<file path="config.mk">
export PLATFORM = sky130hd
export DESIGN_NAME = uart_word_tx
export DESIGN_NICKNAME = d
export VERILOG_FILES = /design/src/rtl/uart_pkg.sv /design/src/rtl/uart_word_fifo.sv /design/src/rtl/uart_word_tx.sv
export SDC_FILE = /design/constraint.sdc
export NUM_CORES = 1
export LEC_CHECK = 0
export BUFFER_PORTS_ARGS = -buffer_cell sky130_fd_sc_hd__buf_2
export CAP_MARGIN = 20
export CORE_UTILIZATION = 50
export CTS_CLUSTER_DIAMETER = 30
export DETAILED_ROUTE_END_ITERATION = 12
export GPL_TIMING_DRIVEN = 0
export PLACE_DENSITY = 0.72
export SLEW_MARGIN = 40
export SYNTH_ARGS = -nofsm -noshare
export SYNTH_HDL_FRONTEND = slang
export SYNTH_SLANG_ARGS = --single-unit
</file>
<file path="constraint.sdc">
create_clock -name clk -period 2.63 [get_ports clk]
set_clock_uncertainty 0.05 [all_clocks]
set_input_delay 0.263 -clock clk [delete_from_list [all_inputs] [get_ports clk]]
set_output_delay 0.263 -clock clk [all_outputs]
set_load 0.02 [all_outputs]
</file>
<file path="src/rtl/uart_pkg.sv">
// Shared types and constants for the buffered word UART transmitter.
package uart_pkg;

   typedef enum logic [2:0] {
      StIdle   = 3'd0,
      StStart  = 3'd1,
      StData   = 3'd2,
      StParity = 3'd3,
      StStop   = 3'd4,
      StDone   = 3'd5
   } frame_state_e;

   localparam logic [31:0] TX_ADDR_DEFAULT = 32'hFFFF_FFFF;
   localparam int unsigned BYTE_W          = 8;

endpackage

</file>
<file path="src/rtl/uart_word_fifo.sv">
// Synchronous 32-bit word FIFO with registered full/empty flags.
module uart_word_fifo #(
   parameter int unsigned DEPTH = 4
) (
   input  logic        clk,
   input  logic        rst_n,
   input  logic        i_push,
   input  logic        i_pop,
   input  logic [31:0] i_wdata,
   output logic [31:0] o_rdata,
   output logic        o_full,
   output logic        o_empty
);

   localparam int unsigned PTR_W = $clog2(DEPTH);
   localparam logic [PTR_W:0] FULL_CNT = (PTR_W + 1)'(DEPTH);

   logic [31:0]      r_mem [DEPTH];
   logic [PTR_W-1:0] r_wr_ptr;
   logic [PTR_W-1:0] r_rd_ptr;
   logic [PTR_W:0]   r_count;
   logic             r_full;
   logic             r_empty;

   logic             w_push;
   logic             w_pop;
   logic [PTR_W:0]   w_count_d;

   assign w_push = i_push && !r_full;
   assign w_pop  = i_pop && !r_empty;

   always_comb begin
      w_count_d = r_count;
      case ({w_push, w_pop})
         2'b10:   w_count_d = r_count + 1'b1;
         2'b01:   w_count_d = r_count - 1'b1;
         default: w_count_d = r_count;
      endcase
   end

   always_ff @(posedge clk or negedge rst_n) begin
      if (!rst_n) begin
         r_wr_ptr <= '0;
         r_rd_ptr <= '0;
         r_count  <= '0;
         r_full   <= 1'b0;
         r_empty  <= 1'b1;
      end else begin
         if (w_push) r_wr_ptr <= r_wr_ptr + PTR_W'(1);
         if (w_pop)  r_rd_ptr <= r_rd_ptr + PTR_W'(1);
         r_count <= w_count_d;
         r_full  <= (w_count_d == FULL_CNT);
         r_empty <= (w_count_d == '0);
      end
   end

   // Storage needs no reset; the pointers define what is valid.
   always_ff @(posedge clk) begin
      if (w_push) r_mem[r_wr_ptr] <= i_wdata;
   end

   assign o_rdata = r_mem[r_rd_ptr];
   assign o_full  = r_full;
   assign o_empty = r_empty;

endmodule

</file>
<file path="src/rtl/uart_word_tx.sv">
// Memory-mapped word UART transmitter: bus decode, word FIFO, frame engine, sticky overflow.
// Optional parity bit per frame when UART_TX_PARITY_EN is defined.
module uart_word_tx
   import uart_pkg::*;
#(
   parameter int unsigned CLKS_PER_BIT = 87,
   parameter int unsigned FIFO_DEPTH   = 4,
   parameter int unsigned WORD_BYTES   = 4,
   parameter int unsigned STOP_BITS    = 1,
   parameter logic [31:0] TX_ADDR      = TX_ADDR_DEFAULT,
   parameter int unsigned PARITY_ODD   = 0
) (
   input  logic        clk,
   input  logic        rst_n,
   input  logic        we,
   input  logic [31:0] address,
   input  logic [31:0] dataIn,
   output logic        serial,
   output logic        tx_active,
   output logic        tx_done,
   output logic        fifo_full,
   output logic        fifo_empty,
   output logic        overflow
);

   localparam int unsigned CNT_W     = $clog2(CLKS_PER_BIT);
   localparam logic [CNT_W-1:0] CNT_MAX = CNT_W'(CLKS_PER_BIT - 1);
   localparam logic [2:0] STOP_LAST  = 3'(STOP_BITS - 1);
   localparam logic [1:0] BYTE_LAST  = 2'(WORD_BYTES - 1);

   if (CLKS_PER_BIT < 2 || FIFO_DEPTH < 2 || FIFO_DEPTH > 64 ||
       (FIFO_DEPTH & (FIFO_DEPTH - 1)) != 0 || WORD_BYTES < 1 || WORD_BYTES > 4 ||
       STOP_BITS < 1 || STOP_BITS > 2 || PARITY_ODD > 1) begin : g_bad_params
      $error("uart_word_tx: illegal parameter value");
   end

`ifdef UART_TX_PARITY_EN
   localparam logic PARITY_INV = PARITY_ODD[0];
`endif

   frame_state_e     r_state, w_state_d;
   logic [CNT_W-1:0] r_cnt, w_cnt_d;
   logic [2:0]       r_bit_idx, w_bit_idx_d;
   logic [1:0]       r_byte_idx, w_byte_idx_d;
   logic [31:0]      r_shift, w_shift_d;
   logic             r_serial, w_serial_d;
   logic             r_active, w_active_d;
   logic             r_done, w_done_d;
   logic             r_overflow;

   logic             w_addr_hit;
   logic             w_push;
   logic             w_pop;
   logic             w_tick;
   logic [31:0]      w_rdata;
   logic             w_fifo_full;
   logic             w_fifo_empty;
   logic [BYTE_W-1:0] w_cur_byte;

   assign w_addr_hit = we && (address == TX_ADDR);
   assign w_push     = w_addr_hit && !w_fifo_full;
   assign w_tick     = (r_cnt == CNT_MAX);
   assign w_cur_byte = r_shift[BYTE_W-1:0];

   uart_word_fifo #(
      .DEPTH (FIFO_DEPTH)
   ) u_fifo (
      .clk     (clk),
      .rst_n   (rst_n),
      .i_push  (w_push),
      .i_pop   (w_pop),
      .i_wdata (dataIn),
      .o_rdata (w_rdata),
      .o_full  (w_fifo_full),
      .o_empty (w_fifo_empty)
   );

   // Outputs are registered from the next-state values so serial tracks the state it enters.
   always_comb begin
      w_state_d    = r_state;
      w_cnt_d      = w_tick ? '0 : r_cnt + CNT_W'(1);
      w_bit_idx_d  = r_bit_idx;
      w_byte_idx_d = r_byte_idx;
      w_shift_d    = r_shift;
      w_serial_d   = r_serial;
      w_active_d   = r_active;
      w_done_d     = 1'b0;
      w_pop        = 1'b0;
      case (r_state)
         StIdle: begin
            w_cnt_d    = '0;
            w_serial_d = 1'b1;
            w_active_d = 1'b0;
            if (!w_fifo_empty) begin
               w_pop        = 1'b1;
               w_shift_d    = w_rdata;
               w_byte_idx_d = '0;
               w_state_d    = StStart;
               w_serial_d   = 1'b0;
               w_active_d   = 1'b1;
            end
         end
         StStart: begin
            if (w_tick) begin
               w_state_d   = StData;
               w_bit_idx_d = '0;
               w_serial_d  = w_cur_byte[0];
            end
         end
         StData: begin
            if (w_tick) begin
               if (r_bit_idx == 3'd7) begin
                  w_bit_idx_d = '0;
`ifdef UART_TX_PARITY_EN
                  w_state_d   = StParity;
                  w_serial_d  = (^w_cur_byte) ^ PARITY_INV;
`else
                  w_state_d   = StStop;
                  w_serial_d  = 1'b1;
`endif
               end else begin
                  w_bit_idx_d = r_bit_idx + 3'd1;
                  w_serial_d  = w_cur_byte[r_bit_idx + 3'd1];
               end
            end
         end
`ifdef UART_TX_PARITY_EN
         StParity: begin
            if (w_tick) begin
               w_state_d   = StStop;
               w_bit_idx_d = '0;
               w_serial_d  = 1'b1;
            end
         end
`endif
         StStop: begin
            if (w_tick) begin
               if (r_bit_idx != STOP_LAST) begin
                  w_bit_idx_d = r_bit_idx + 3'd1;
               end else if (r_byte_idx != BYTE_LAST) begin
                  w_byte_idx_d = r_byte_idx + 2'd1;
                  w_shift_d    = r_shift >> BYTE_W;
                  w_state_d    = StStart;
                  w_serial_d   = 1'b0;
               end else begin
                  w_state_d  = StDone;
                  w_serial_d = 1'b1;
                  w_active_d = 1'b0;
                  w_done_d   = 1'b1;
               end
            end
         end
         StDone: begin
            w_cnt_d   = '0;
            w_state_d = StIdle;
         end
         default: begin
            w_cnt_d    = '0;
            w_state_d  = StIdle;
            w_serial_d = 1'b1;
            w_active_d = 1'b0;
         end
      endcase
   end

   always_ff @(posedge clk or negedge rst_n) begin
      if (!rst_n) begin
         r_state    <= StIdle;
         r_cnt      <= '0;
         r_bit_idx  <= '0;
         r_byte_idx <= '0;
         r_shift    <= '0;
         r_serial   <= 1'b1;
         r_active   <= 1'b0;
         r_done     <= 1'b0;
         r_overflow <= 1'b0;
      end else begin
         r_state    <= w_state_d;
         r_cnt      <= w_cnt_d;
         r_bit_idx  <= w_bit_idx_d;
         r_byte_idx <= w_byte_idx_d;
         r_shift    <= w_shift_d;
         r_serial   <= w_serial_d;
         r_active   <= w_active_d;
         r_done     <= w_done_d;
         r_overflow <= r_overflow | (w_addr_hit & w_fifo_full);
      end
   end

   assign serial     = r_serial;
   assign tx_active  = r_active;
   assign tx_done    = r_done;
   assign fifo_full  = w_fifo_full;
   assign fifo_empty = w_fifo_empty;
   assign overflow   = r_overflow;

endmodule

</file>
# [Word-level counts from Yosys, hierarchy flattened]
# Memories as Yosys holds them, arrays and structs flattened.
# Index checks and enable logic that the tools add are counted.
[totals] ff_bits=60 mem_bits_rw=128 input_bits=67 out_inout_bits=6 n_memories=1
[mem_list] memory="u_fifo.r_mem" words=4 width=32 read_ports=1 rd_clocked_by_memory_dff=0 wr=1 line_no="uart_word_fifo.sv:18" source="logic [31:0] r_mem [DEPTH];"
[op_classes] add_sub_neg=7 order_cmp=1 eq_ne=20 muxes=48 bitwise_logic=4 reduce_logical=18
[ops] op="32-bit 2-to-1 mux" count=4
[ops] op="32-bit case mux with 2 select lines" count=1
[ops] op="3-bit 2-to-1 mux" count=12
[ops] op="32-bit == test, second input constant" count=1
[ops] op="2-bit != test, second input constant" count=10
[ops] op="1-bit 2-to-1 mux" count=18
[ops] op="5-bit AND reduction" count=3
[ops] op="7-bit 2-to-1 mux" count=2
[ops] op="3-bit == test, second input constant" count=4
[ops] op="3-bit case mux with 4 select lines" count=1
[ops] op="3-bit case mux with 3 select lines" count=1
[ops] op="2-bit 2-to-1 mux" count=4
[ops] op="7-bit by 1-bit adder with 7-bit output, second input constant" count=1
[ops] op="7-bit == test, second input constant" count=1
[ops] op="2-bit by 1-bit adder with 2-bit output, second input constant" count=3
[ops] op="3-bit by 1-bit adder with 3-bit output, second input constant" count=2
[ops] op="3-bit logical NOT" count=2
[ops] op="3-bit case mux with 2 select lines" count=1
[ops] op="6-bit AND reduction" count=1
[ops] op="3-bit nonzero test" count=2
[ops] op="3-bit OR reduction" count=2
[ops] op="1-bit case mux with 5 select lines" count=1
[ops] op="1-bit logical AND" count=4
[ops] op="3-bit by 4-bit < comparator with 1-bit output, second input constant" count=1
[ops] op="other kinds (14)" count=16

# [Depth between registers and ports, before layout]
# Gate-level depths: netlist (run 1).
[logic_depth] depth_word=7 mapped_depth=9

# [By module]
# A second synthesis (run 1) with hierarchy kept.
[hier_totals] hier_cells=487 area_unflattened_um2=7860.0
[modules_own_cells] mod="uart_word_fifo" n_inst=1 cells_per_inst=212 area_per_inst_um2=5159.9
[modules_own_cells] mod="uart_word_tx" n_inst=1 cells_per_inst=275 area_per_inst_um2=2700.1

# [Worst setup path after synthesis (run 1)]
# Ideal clock, no wire load.
[synth_timing] path_type="input to register" startpoint="input port we" endpoint="memory u_fifo.r_mem[0][0] (enable)" setup_time_ns=0.421 t_arrival_ns=2.412 required_ns=2.159 slack_ns=-0.253 cell_stages=4 path_buffers=0 path_cell_list="nand4_1 > nor4_1 > nand4b_1 > nor2_1"
[synth_between] elab_chain_cells=5
[synth_lines] element="start: declaration" line_no="uart_word_tx.sv:15" source="input logic we,"
[synth_lines] element="1-bit logical AND" line_no="uart_word_tx.sv:60" source="assign w_addr_hit = we && (address == TX_ADDR);"
[synth_lines] element="1-bit logical AND" line_no="uart_word_tx.sv:61" source="assign w_push = w_addr_hit && !w_fifo_full;"
[synth_lines] element="1-bit logical AND" line_no="uart_word_fifo.sv:29" source="assign w_push = i_push && !r_full;"
[synth_lines] element="1-bit 2-to-1 mux" line_no="uart_word_fifo.sv:59" source="if (w_push) r_mem[r_wr_ptr] <= i_wdata;"
[synth_lines] element="1-bit 2-to-1 mux (not written as such)" line_no="uart_word_fifo.sv:59"
[synth_lines] element="end: declaration" line_no="uart_word_fifo.sv:18"
# No other way between the ends.

# [Worst setup path in the final report (run 1)]
[layout_timing] startpoint="register r_state[2]" endpoint="register u_fifo.r_full, in the netlist u_fifo.o_full"
[layout_between] elab_chain_cells=6 word_cells_on_any_way=7 cone_classes="eq/ne: 3; mux: 2; reduce/logical: 2"
[layout_lines] element="start: declaration" line_no="uart_word_tx.sv:41" source="frame_state_e r_state, w_state_d;"
[layout_lines] element="start signal: assignment" line_no="uart_word_tx.sv:168" source="r_state <= StIdle;"
[layout_lines] element="start signal: assignment" line_no="uart_word_tx.sv:178" source="r_state <= w_state_d;"
[layout_lines] element="3-bit logical NOT (*)" line_no="uart_word_tx.sv:89" source="case (r_state)"
[layout_lines] element="1-bit 2-to-1 mux (*)" line_no="uart_word_tx.sv:89"
[layout_lines] element="named net u_fifo.i_pop" line_no="uart_word_fifo.sv:8" source="input logic i_pop,"
[layout_lines] element="1-bit logical AND (*)" line_no="uart_word_fifo.sv:30" source="assign w_pop = i_pop && !r_empty;"
[layout_lines] element="2-bit by 1-bit == test with 1-bit output / 2-bit == test (equally long branches)" line_no="uart_word_fifo.sv:34" source="case ({w_push, w_pop})"
[layout_lines] element="3-bit case mux with 2 select lines (*)" line_no="uart_word_fifo.sv:34"
[layout_lines] element="named net u_fifo.w_count_d[1]" line_no="uart_word_fifo.sv:27" source="logic [PTR_W:0] w_count_d;"
[layout_lines] element="3-bit == test (*)" line_no="uart_word_fifo.sv:52" source="r_full <= (w_count_d == FULL_CNT);"
[layout_lines] element="end signal: assignment" line_no="uart_word_fifo.sv:52"
[layout_lines] element="end: declaration" line_no="uart_word_fifo.sv:22" source="logic r_full;"
# Mark *: on every way through the listed nets, which the timed path passes. The rest lies on a longest branch.
# A chain may end at the register's enable or synchronous reset.

==> impl_table.tex, run 1 <==
\begin{tabular}{lr}
\hline
Metric & Value \\
\hline
\multicolumn{2}{l}{\textbf{Logic synthesis}} \\
\quad Mean Syn Cell Area & 17.1 um\^{}2 \\
\quad Area share of the leading cell type in the synthesized netlist & 48.0\% \\
\quad Portion of the post-synthesis area used by sequential elements & 66.8\% \\
\quad Share of synthesized registers carrying an async set or reset & 31.9\% \\
\quad Number of cells produced by synthesis & 468 \\
\quad Syn. warnings & 0 \\
\quad Synth area leader & sky130\_fd\_sc\_hd\_\_edfxtp\_1 \\
\quad Largest cells by area after synthesis & sky130\_fd\_sc\_hd\_\_edfxtp\_1, sky130\_fd\_sc\_hd\_\_dfrtp\_1, sky130\_fd\_sc\_hd\_\_mux4\_2 \\
\quad Post-synth EDFFs & 128 \\
\quad Post-synthesis register bit count & 188 \\
\quad Most common cell in the synthesized netlist & sky130\_fd\_sc\_hd\_\_edfxtp\_1 \\
\quad Number of distinct standard cells referenced by the synthesized netlist & 51 \\
\quad Ranking of synthesized cells by instance count & sky130\_fd\_sc\_hd\_\_edfxtp\_1, sky130\_fd\_sc\_hd\_\_dfrtp\_1, sky130\_fd\_sc\_hd\_\_mux4\_2 \\
\quad Most used flip-flop cell after synthesis & sky130\_fd\_sc\_hd\_\_edfxtp\_1 \\
\quad Netlist area before placement & 8010 um\^{}2 \\
\quad Net Count, Synth & 547 \\
\multicolumn{2}{l}{\textbf{Global routing}} \\
\quad Global-route wire length before repair & 24,800 um \\
\quad Pin count of the biggest net entering global routing & 61 \\
\quad Number of antenna violations at the first check in global routing & 0 \\
\quad Total overflow reported by the global router & 0 \\
\quad Vias in the first global route & 4,736 \\
\quad Global-route usage over all layers & 20.4\% \\
\multicolumn{2}{l}{\textbf{Pwr}} \\
\quad Reported net switching power & 1360 uW \\
\quad Total leakage power & 0.00378 uW \\
\quad VDD IR max & 0.543 mV \\
\quad Register share of total power & 54.1\% \\
\quad Proportion of power drawn by combinational gates & 6.0\% \\
\quad Clk pwr share & 39.9\% \\
\quad Pwr/cell area & 653 nW/um\^{}2 \\
\quad Cell-internal power & 5020 uW \\
\quad Switching share of power & 21.4\% \\
\multicolumn{2}{l}{\textbf{Worst setup path}} \\
\quad Data required, critical path & 2940 ps \\
\quad Worst setup EP type & flip-flop \\
\quad Largest fanout on the critical path & 10 \\
\quad Crit path max-delay family & simple AND/OR/NAND/NOR gates \\
\quad Startpoint Class & flip-flop \\
\quad Arrival time of data at the critical path endpoint & 2810 ps \\
\quad Stage delay of the slowest cell on the critical path & 440 ps \\
\quad Setup slack of the worst register-to-register path & 130 ps \\
\quad Highest-delay cell along the critical path & sky130\_fd\_sc\_hd\_\_dfrtp\_1 \\
\quad Critical path launch point & r\_state[2] \\
\quad Crit path cell chain & buf\_2 -> nor4\_4 -> ha\_1 -> fa\_1 -> mux2\_2 -> or2\_2 -> nor2b\_1 \\
\quad Start-to-end type of the worst setup path & reg2reg \\
\quad Total buffers and inverters traversed by the critical path & 1 \\
\quad Reg-to-reg startpoint & r\_state[2] \\
\multicolumn{2}{l}{\textbf{STA}} \\
\quad Final Hold Fails & 0 \\
\quad Final worst path period share & 94.9\% \\
\quad Slew Viols, Final & 0 \\
\quad Headroom to the max-slew limit & 59.0\% \\
\quad Post-route minimum period & 2500 ps \\
\quad Final setup fails & 0 \\
\quad Post-route setup TNS & 0 ps \\
\quad Worst slew pin tran & 615 ps \\
\quad Min Hold Slack & 30.6 ps \\
\quad Max Clk Rate & 0.400 GHz \\
\quad Setup repair after global routing missed its margin & false \\
\multicolumn{2}{l}{\textbf{Clock tree}} \\
\quad Clock tree from TritonCTS & built \\
\quad Insertion delay of the later-clocked pin in the worst-skew pair & 430 ps \\
\quad Number of CTS-inserted buffers & 17 \\
\quad Number of sinks on the clock net & 188 \\
\quad Clock root buffer & sky130\_fd\_sc\_hd\_\_clkbuf\_16 \\
\quad Level count of the clock H-tree & 4 \\
\quad Number of buffers on the longest clock path & 2 \\
\quad Clock-pin slew on the worst setup and hold paths & 70 ps \\
\multicolumn{2}{l}{\textbf{Final layout}} \\
\quad Core Util, Final & 63.4\% \\
\quad Combined flip-flop and latch cell area & 5350 um\^{}2 \\
\quad \# fillers & 1,093 \\
\quad Area of all placed cells without fillers & 9780 um\^{}2 \\
\quad Multi-input gate area & 2450 um\^{}2 \\
\quad Net count, final & 679 \\
\quad Number of antenna diodes & 0 \\
\quad Syn-to-layout area delta & 22.1\% \\
\quad Fraction of final layout cells sized beyond drive strength 1 & 35.4\% \\
\multicolumn{2}{l}{\textbf{Drt}} \\
\quad Wire length after detailed routing & 15,100 um \\
\quad Final routed wire length divided by cell count & 18.3 um \\
\quad Number of nets still failing antenna checks after routing & 0 \\
\quad Vias after detailed routing & 4,462 \\
\quad Remaining routing DRC violations & 0 \\
\quad Avg Vias per Cell & 5.42 \\
\quad Number of iterations in the first detailed-routing pass & 5 \\
\quad DRC marker count from the first detailed-route iteration & 281 \\
\multicolumn{2}{l}{\textbf{Placed design}} \\
\quad Weighted congestion at the end of routability-driven global placement & 0.867 \\
\quad Half-perimeter wire length of the detailed placement result & 10,100 um \\
\quad Post-placement cell area & 8830 um\^{}2 \\
\quad IO buf count & 72 \\
\multicolumn{2}{l}{\textbf{Floorplan}} \\
\quad Height of the die & 129 um \\
\quad Placement row count & 45 \\
\quad Starting density of the core & 51.9\% \\
\quad Die Footprint & 16,500 um\^{}2 \\
\quad Width of the chip & 129 um \\
\quad Area of the core & 15,400 um\^{}2 \\
\quad Number of top-level pins & 73 \\
\multicolumn{2}{l}{\textbf{Run}} \\
\quad Max Cap Violations & 0 \\
\multicolumn{2}{l}{\textbf{Hold path}} \\
\quad Min-Delay Path Class & in2reg \\
\quad Source of the worst hold timing path & dataIn[16] \\
\multicolumn{2}{l}{\textbf{Run status}} \\
\quad Result of the run & completed \\
\hline
\end{tabular}
kinds of logic after synthesis:
kind of cell / count (synthesis) / synth area share, %
compound gates: 35 / 2.84
xor+xnor: 12 / 1.31
fa+ha+maj: 12 / 1.97
buf+inv: 45 / 3.17
flops: 188 / 66.8
mux: 89 / 18.3
simple gates: 87 / 5.64
layout make-up:
class                      count  share of cell area, %
multi-input combinational    235                   25.1
clock buffer                  18                   4.39
timing repair buffer         114                   8.92
sequential                   188                   54.7
buffer                        21                   1.68
tap                          211                   2.70
clock inverter                14                   1.66
inverter                      23                  0.883
state kept, by name, summed over array words and instances (netlist names), 2 cells and up:
signal           count
r_bit_idx            3
r_byte_idx           2
r_cnt                7
r_shift             32
r_state              3
u_fifo.r_count       3
u_fifo.r_mem       128
u_fifo.r_rd_ptr      2
u_fifo.r_wr_ptr      2
worst paths after layout:
path                                            end  depth (start not counted)
worst max register to register        u_fifo.o_full                          7
worst max-delay path                  u_fifo.o_full                          7
min in group asynchronous                  r_cnt[5]                          2
max in group asynchronous         u_fifo.r_count[2]                          2
worst min-delay path            u_fifo.r_mem[1][16]                          1
worst min register to register             overflow                          1
power by group through the flow:
stage                     Clock [uW]  Combinational [uW]  Sequential, uW
final                           2550                 383            3460
after global placement             0                 329            3510
after detailed placement           0                 346            3520
after global routing            2690                 420            3480
after CTS                       2570                 385            3460
after floorplan                    0                 229            3470
stage by stage:
step           setup slack, ps  instances  power (uW)
4_1_cts                  0.934        823        6420
3_5_place_dp              -509        759        3860
2_1_floorplan             -253        468        3700
6_report                   133        824        6390
3_3_place_gp             -1600        751        3840
5_1_grt                   14.1        824        6590
what timing repair did:
| item | in CTS | in global routing |
|---|---|---|
| hold buffers | 31 | 1 |
| resized for setup | 2 | 0 |
| endpoints found under the setup margin | 4 | 2 |
| endpoints found under the hold margin | 173 | 2 |
| setup buffers | 1 | 1 |
| pin swaps | 1 | 1 |
layer usage:
metal  track usage (%)  part of all wire (%)
met5                 0                     0
met4              5.88                   1.3
met3              4.78                   3.1
met2              35.9                    54
met1              25.2                    41
layout by cell type, fill, tap and decap left out, drive strengths merged, types with 2 or more instances in the layout:
master | netlist | layout
xor2 | 4 | 4
xnor2 | 8 | 8
mux2 | 45 | 45
inv | 23 | 28
mux4 | 34 | 34
nor2b | 2 | 2
dlygate4sd3 | 0 | 32
ha | 11 | 11
nor3b | 3 | 3
dfrtp | 58 | 58
nor3 | 2 | 2
nand2 | 27 | 27
bufinv | 0 | 2
clkbuf | 6 | 23
dfstp | 2 | 2
o21ai | 17 | 17
and3 | 2 | 2
nand3 | 6 | 6
nand2b | 2 | 2
or3b | 2 | 2
edfxtp | 128 | 128
mux2i | 10 | 10
clkinv | 0 | 7
o311a | 2 | 2
o211ai | 2 | 2
nand4 | 9 | 9
nor4 | 4 | 4
a2bb2oi | 2 | 2
buf | 16 | 98
nor2 | 21 | 21
a21oi | 5 | 5
Note: power is estimated with default switching activity, not from simulation.
==> inputs of run 2 (changes only) <==
Settings changed: CELL_PAD_IN_SITES_DETAIL_PLACEMENT set to 1, CELL_PAD_IN_SITES_GLOBAL_PLACEMENT set to 2, CORE_MARGIN set to 3, CORE_UTILIZATION 50 to 40, PLACE_DENSITY 0.72 to not set, PLACE_DENSITY_LB_ADDON set to 0.1.
==> run 2 against run 1 <==
  * Clock power shrank 2%
  * Core utilization fell by 13 points
  * Non-clock buffer count up 3
  * Sequential share of layout area is 0.69 points lower
  * Count of clock-buffer cells in the layout unchanged
  * Largest cell class unchanged
  * Largest power group unchanged
==> impl_table.tex, run 2 (synthesis gave the netlist of run 1 again) <==
\begin{tabular}{lr}
\hline
Metric & Value \\
\hline
\multicolumn{2}{l}{\textbf{Run status}} \\
\quad Result of the run & completed (unchanged) \\
\multicolumn{2}{l}{\textbf{Worst setup path}} \\
\quad End of the worst register-to-register path & u\_fifo.o\_full (unchanged) \\
\quad Worst Reg2Reg Path Length in Cells & 7 (unchanged) \\
\quad Reg-to-reg startpoint & r\_state[2] (unchanged) \\
\quad Start-to-end type of the worst setup path & reg2reg (unchanged) \\
\quad Worst setup EP type & flip-flop (unchanged) \\
\quad Arrival time of data at the critical path endpoint & 2830 ps (was 2810 ps) \\
\quad Cell count along the critical path & 7 (unchanged) \\
\quad Critical path launch point & r\_state[2] (unchanged) \\
\quad Crit path max-delay family & simple AND/OR/NAND/NOR gates (unchanged) \\
\quad Data required, critical path & 2940 ps (about the same) \\
\quad Startpoint Class & flip-flop (unchanged) \\
\quad Setup slack of the worst register-to-register path & 110 ps (was 130 ps) \\
\quad Stage delay of the slowest cell on the critical path & 440 ps (about the same) \\
\quad Largest fanout on the critical path & 10 (unchanged) \\
\quad Highest-delay cell along the critical path & sky130\_fd\_sc\_hd\_\_dfrtp\_2 (was sky130\_fd\_sc\_hd\_\_dfrtp\_1) \\
\quad Total buffers and inverters traversed by the critical path & 1 (unchanged) \\
\quad Endpoint of the most critical setup path & u\_fifo.o\_full (unchanged) \\
\quad Crit path cell chain & clkbuf\_4 -> nor4\_4 -> ha\_2 -> fa\_1 -> mux2\_2 -> or2\_2 -> nor2b\_1 (was buf\_2 -> nor4\_4 -> ha\_1 -> fa\_1 -> mux2\_2 -> or2\_2 -> nor2b\_1) \\
\multicolumn{2}{l}{\textbf{Global routing}} \\
\quad Vias in the first global route & 5,011 (was 4,736) \\
\quad Global-route wire length before repair & 27,400 um (was 24,800 um) \\
\quad Global-route usage over all layers & 16.7\% (was 20.4\%) \\
\quad Number of antenna violations at the first check in global routing & 0 (unchanged) \\
\quad Total overflow reported by the global router & 0 (unchanged) \\
\quad Pin count of the biggest net entering global routing & 34 (was 61) \\
\multicolumn{2}{l}{\textbf{Final layout}} \\
\quad Largest register by flop count & u\_fifo.r\_mem (unchanged) \\
\quad Net count, final & 682 (was 679) \\
\quad Largest regs & u\_fifo.r\_mem (128), r\_shift (32), r\_cnt (7) (unchanged) \\
\quad Commonest cells after routing, fill and taps aside & sky130\_fd\_sc\_hd\_\_edfxtp\_1, sky130\_fd\_sc\_hd\_\_buf\_2, sky130\_fd\_sc\_hd\_\_dfrtp\_1 (unchanged) \\
\quad Commonest non-fill, non-tap cell in the layout & sky130\_fd\_sc\_hd\_\_edfxtp\_1 (unchanged) \\
\quad Fraction of final layout cells sized beyond drive strength 1 & 36.0\% (was 35.4\%) \\
\quad Syn-to-layout area delta & 23.7\% (was 22.1\%) \\
\quad Flip-flop count of the largest register, all copies and words added & 128 (unchanged) \\
\quad Number of antenna diodes & 0 (unchanged) \\
\multicolumn{2}{l}{\textbf{Pwr}} \\
\quad Pwr/cell area & 641 nW/um\^{}2 (was 653 nW/um\^{}2) \\
\quad Pwr Total & 6350 uW (was 6390 uW) \\
\quad Total leakage power & 0.00380 uW (was 0.00378 uW) \\
\quad VDD IR max & 0.389 mV (was 0.543 mV) \\
\multicolumn{2}{l}{\textbf{STA}} \\
\quad Max Clk Rate & 0.397 GHz (was 0.400 GHz) \\
\quad Headroom to the max-slew limit & 55.4\% (was 59.0\%) \\
\quad Post-route minimum period & 2520 ps (was 2500 ps) \\
\quad Final Hold Fails & 0 (unchanged) \\
\quad Worst slew pin tran & 668 ps (was 615 ps) \\
\quad Final setup fails & 0 (unchanged) \\
\quad Slew Viols, Final & 0 (unchanged) \\
\quad Min Hold Slack & 36.5 ps (was 30.6 ps) \\
\quad Setup repair after global routing missed its margin & false (unchanged) \\
\quad Final worst path period share & 95.7\% (was 94.9\%) \\
\multicolumn{2}{l}{\textbf{Clock tree}} \\
\quad Level count of the clock H-tree & 4 (unchanged) \\
\quad Number of buffers on the longest clock path & 2 (unchanged) \\
\quad Insertion delay of the later-clocked pin in the worst-skew pair & 430 ps (about the same) \\
\quad Clock tree from TritonCTS & built (unchanged) \\
\quad Number of CTS-inserted buffers & 17 (unchanged) \\
\quad Clock-pin slew on the worst setup and hold paths & 80 ps (was 70 ps) \\
\quad Clock root buffer & sky130\_fd\_sc\_hd\_\_clkbuf\_16 (unchanged) \\
\quad Number of sinks on the clock net & 188 (unchanged) \\
\multicolumn{2}{l}{\textbf{Floorplan}} \\
\quad Number of top-level pins & 73 (unchanged) \\
\quad Width of the chip & 147 um (was 129 um) \\
\quad Starting density of the core & 40.9\% (was 51.9\%) \\
\quad Die Footprint & 21,800 um\^{}2 (was 16,500 um\^{}2) \\
\quad Area of the core & 19,600 um\^{}2 (was 15,400 um\^{}2) \\
\quad Placement row count & 51 (was 45) \\
\quad Height of the die & 147 um (was 129 um) \\
\multicolumn{2}{l}{\textbf{Drt}} \\
\quad Number of iterations in the first detailed-routing pass & 4 (was 5) \\
\quad Number of nets still failing antenna checks after routing & 0 (unchanged) \\
\quad Remaining routing DRC violations & 0 (unchanged) \\
\quad Avg Vias per Cell & 4.99 (was 5.42) \\
\quad Wire length after detailed routing & 16,900 um (was 15,100 um) \\
\quad DRC marker count from the first detailed-route iteration & 170 (was 281) \\
\quad Vias after detailed routing & 4,396 (was 4,462) \\
\quad Final routed wire length divided by cell count & 19.2 um (was 18.3 um) \\
\multicolumn{2}{l}{\textbf{Placed design}} \\
\quad Half-perimeter wire length of the detailed placement result & 12,000 um (was 10,100 um) \\
\quad Weighted congestion at the end of routability-driven global placement & 0.810 (was 0.867) \\
\quad IO buf count & 72 (unchanged) \\
\multicolumn{2}{l}{\textbf{Hold path}} \\
\quad Min-Delay Path Class & in2reg (unchanged) \\
\multicolumn{2}{l}{\textbf{Run}} \\
\quad Max Cap Violations & 0 (unchanged) \\
\hline
\end{tabular}
-- run 2: cell types whose count changed in the layout (fill, tap and decap cells not counted), sizes merged --
cell | before | now
inv | 28 | 33
clkinv | 7 | 3
buf | 98 | 100
bufinv | 2 | 0
clkbuf | 23 | 24
clkinvlp | 0 | 1
-- run 2: metal layers --
layer,track usage [%],share of wire (%)
met4,4.61,1.1
met2,29.8,55
met3,3.46,2.5
met5,0,0
met1,20.7,42
-- run 2: worst min-delay path by stage --
stage | startpoint | end | slack [ps] | cells past startpoint
4_1_cts | dataIn[16] | u_fifo.r_mem[2][16] | 20 | 1
3_5_place_dp | rst_n | r_cnt[4] | 170 | 1
6_report | dataIn[16] | u_fifo.r_mem[0][16] | 40 | 1
5_1_grt | dataIn[16] | u_fifo.r_mem[1][16] | 20 | 1
3_3_place_gp | overflow | overflow | 400 | 1
2_1_floorplan | rst_n | overflow | -80 | 0
-- run 2: what timing repair did --
action / CTS / global route
setup endpoints to repair: 2 / 2
setup buffers: 3 / 1
hold endpoints to repair: 150 / 0
gates cloned: 0 / 0
pin swaps: 2 / 2
hold buffers: 32 / 0
resized for setup: 1 / 3
-- run 2: metrics by stage --
step,util (%),setup TNS [ps],cells,cell area (um^2),worst slack [ps]
CTS,50.5,0,881,9890,0.437
global placement,44.4,-249400,805,8700,-1950
detailed placement,45.8,-4370,814,8960,-702
global route,50.5,0,881,9900,4.91
floorplan,-,-32400,468,8010,-253
finish,50.5,0,881,9900,113
-- run 2: final cells by class --
type                    instances  area (um^2)
fillers                      1924         9690
well taps                     265          332
repair buffers                117          941
plain buffers                  21          166
flip-flops and latches        188         5350
multi-input cells             235         2450
inverters                      23         86.3
clock buffers                  18          429
clock inverters                14          146
-- run 2: where the power goes --
group	leakage, uW	internal, uW	switching, uW
registers	0.00198	3350	108
logic	0.00154	249	134
clock network	0.000281	1280	1230
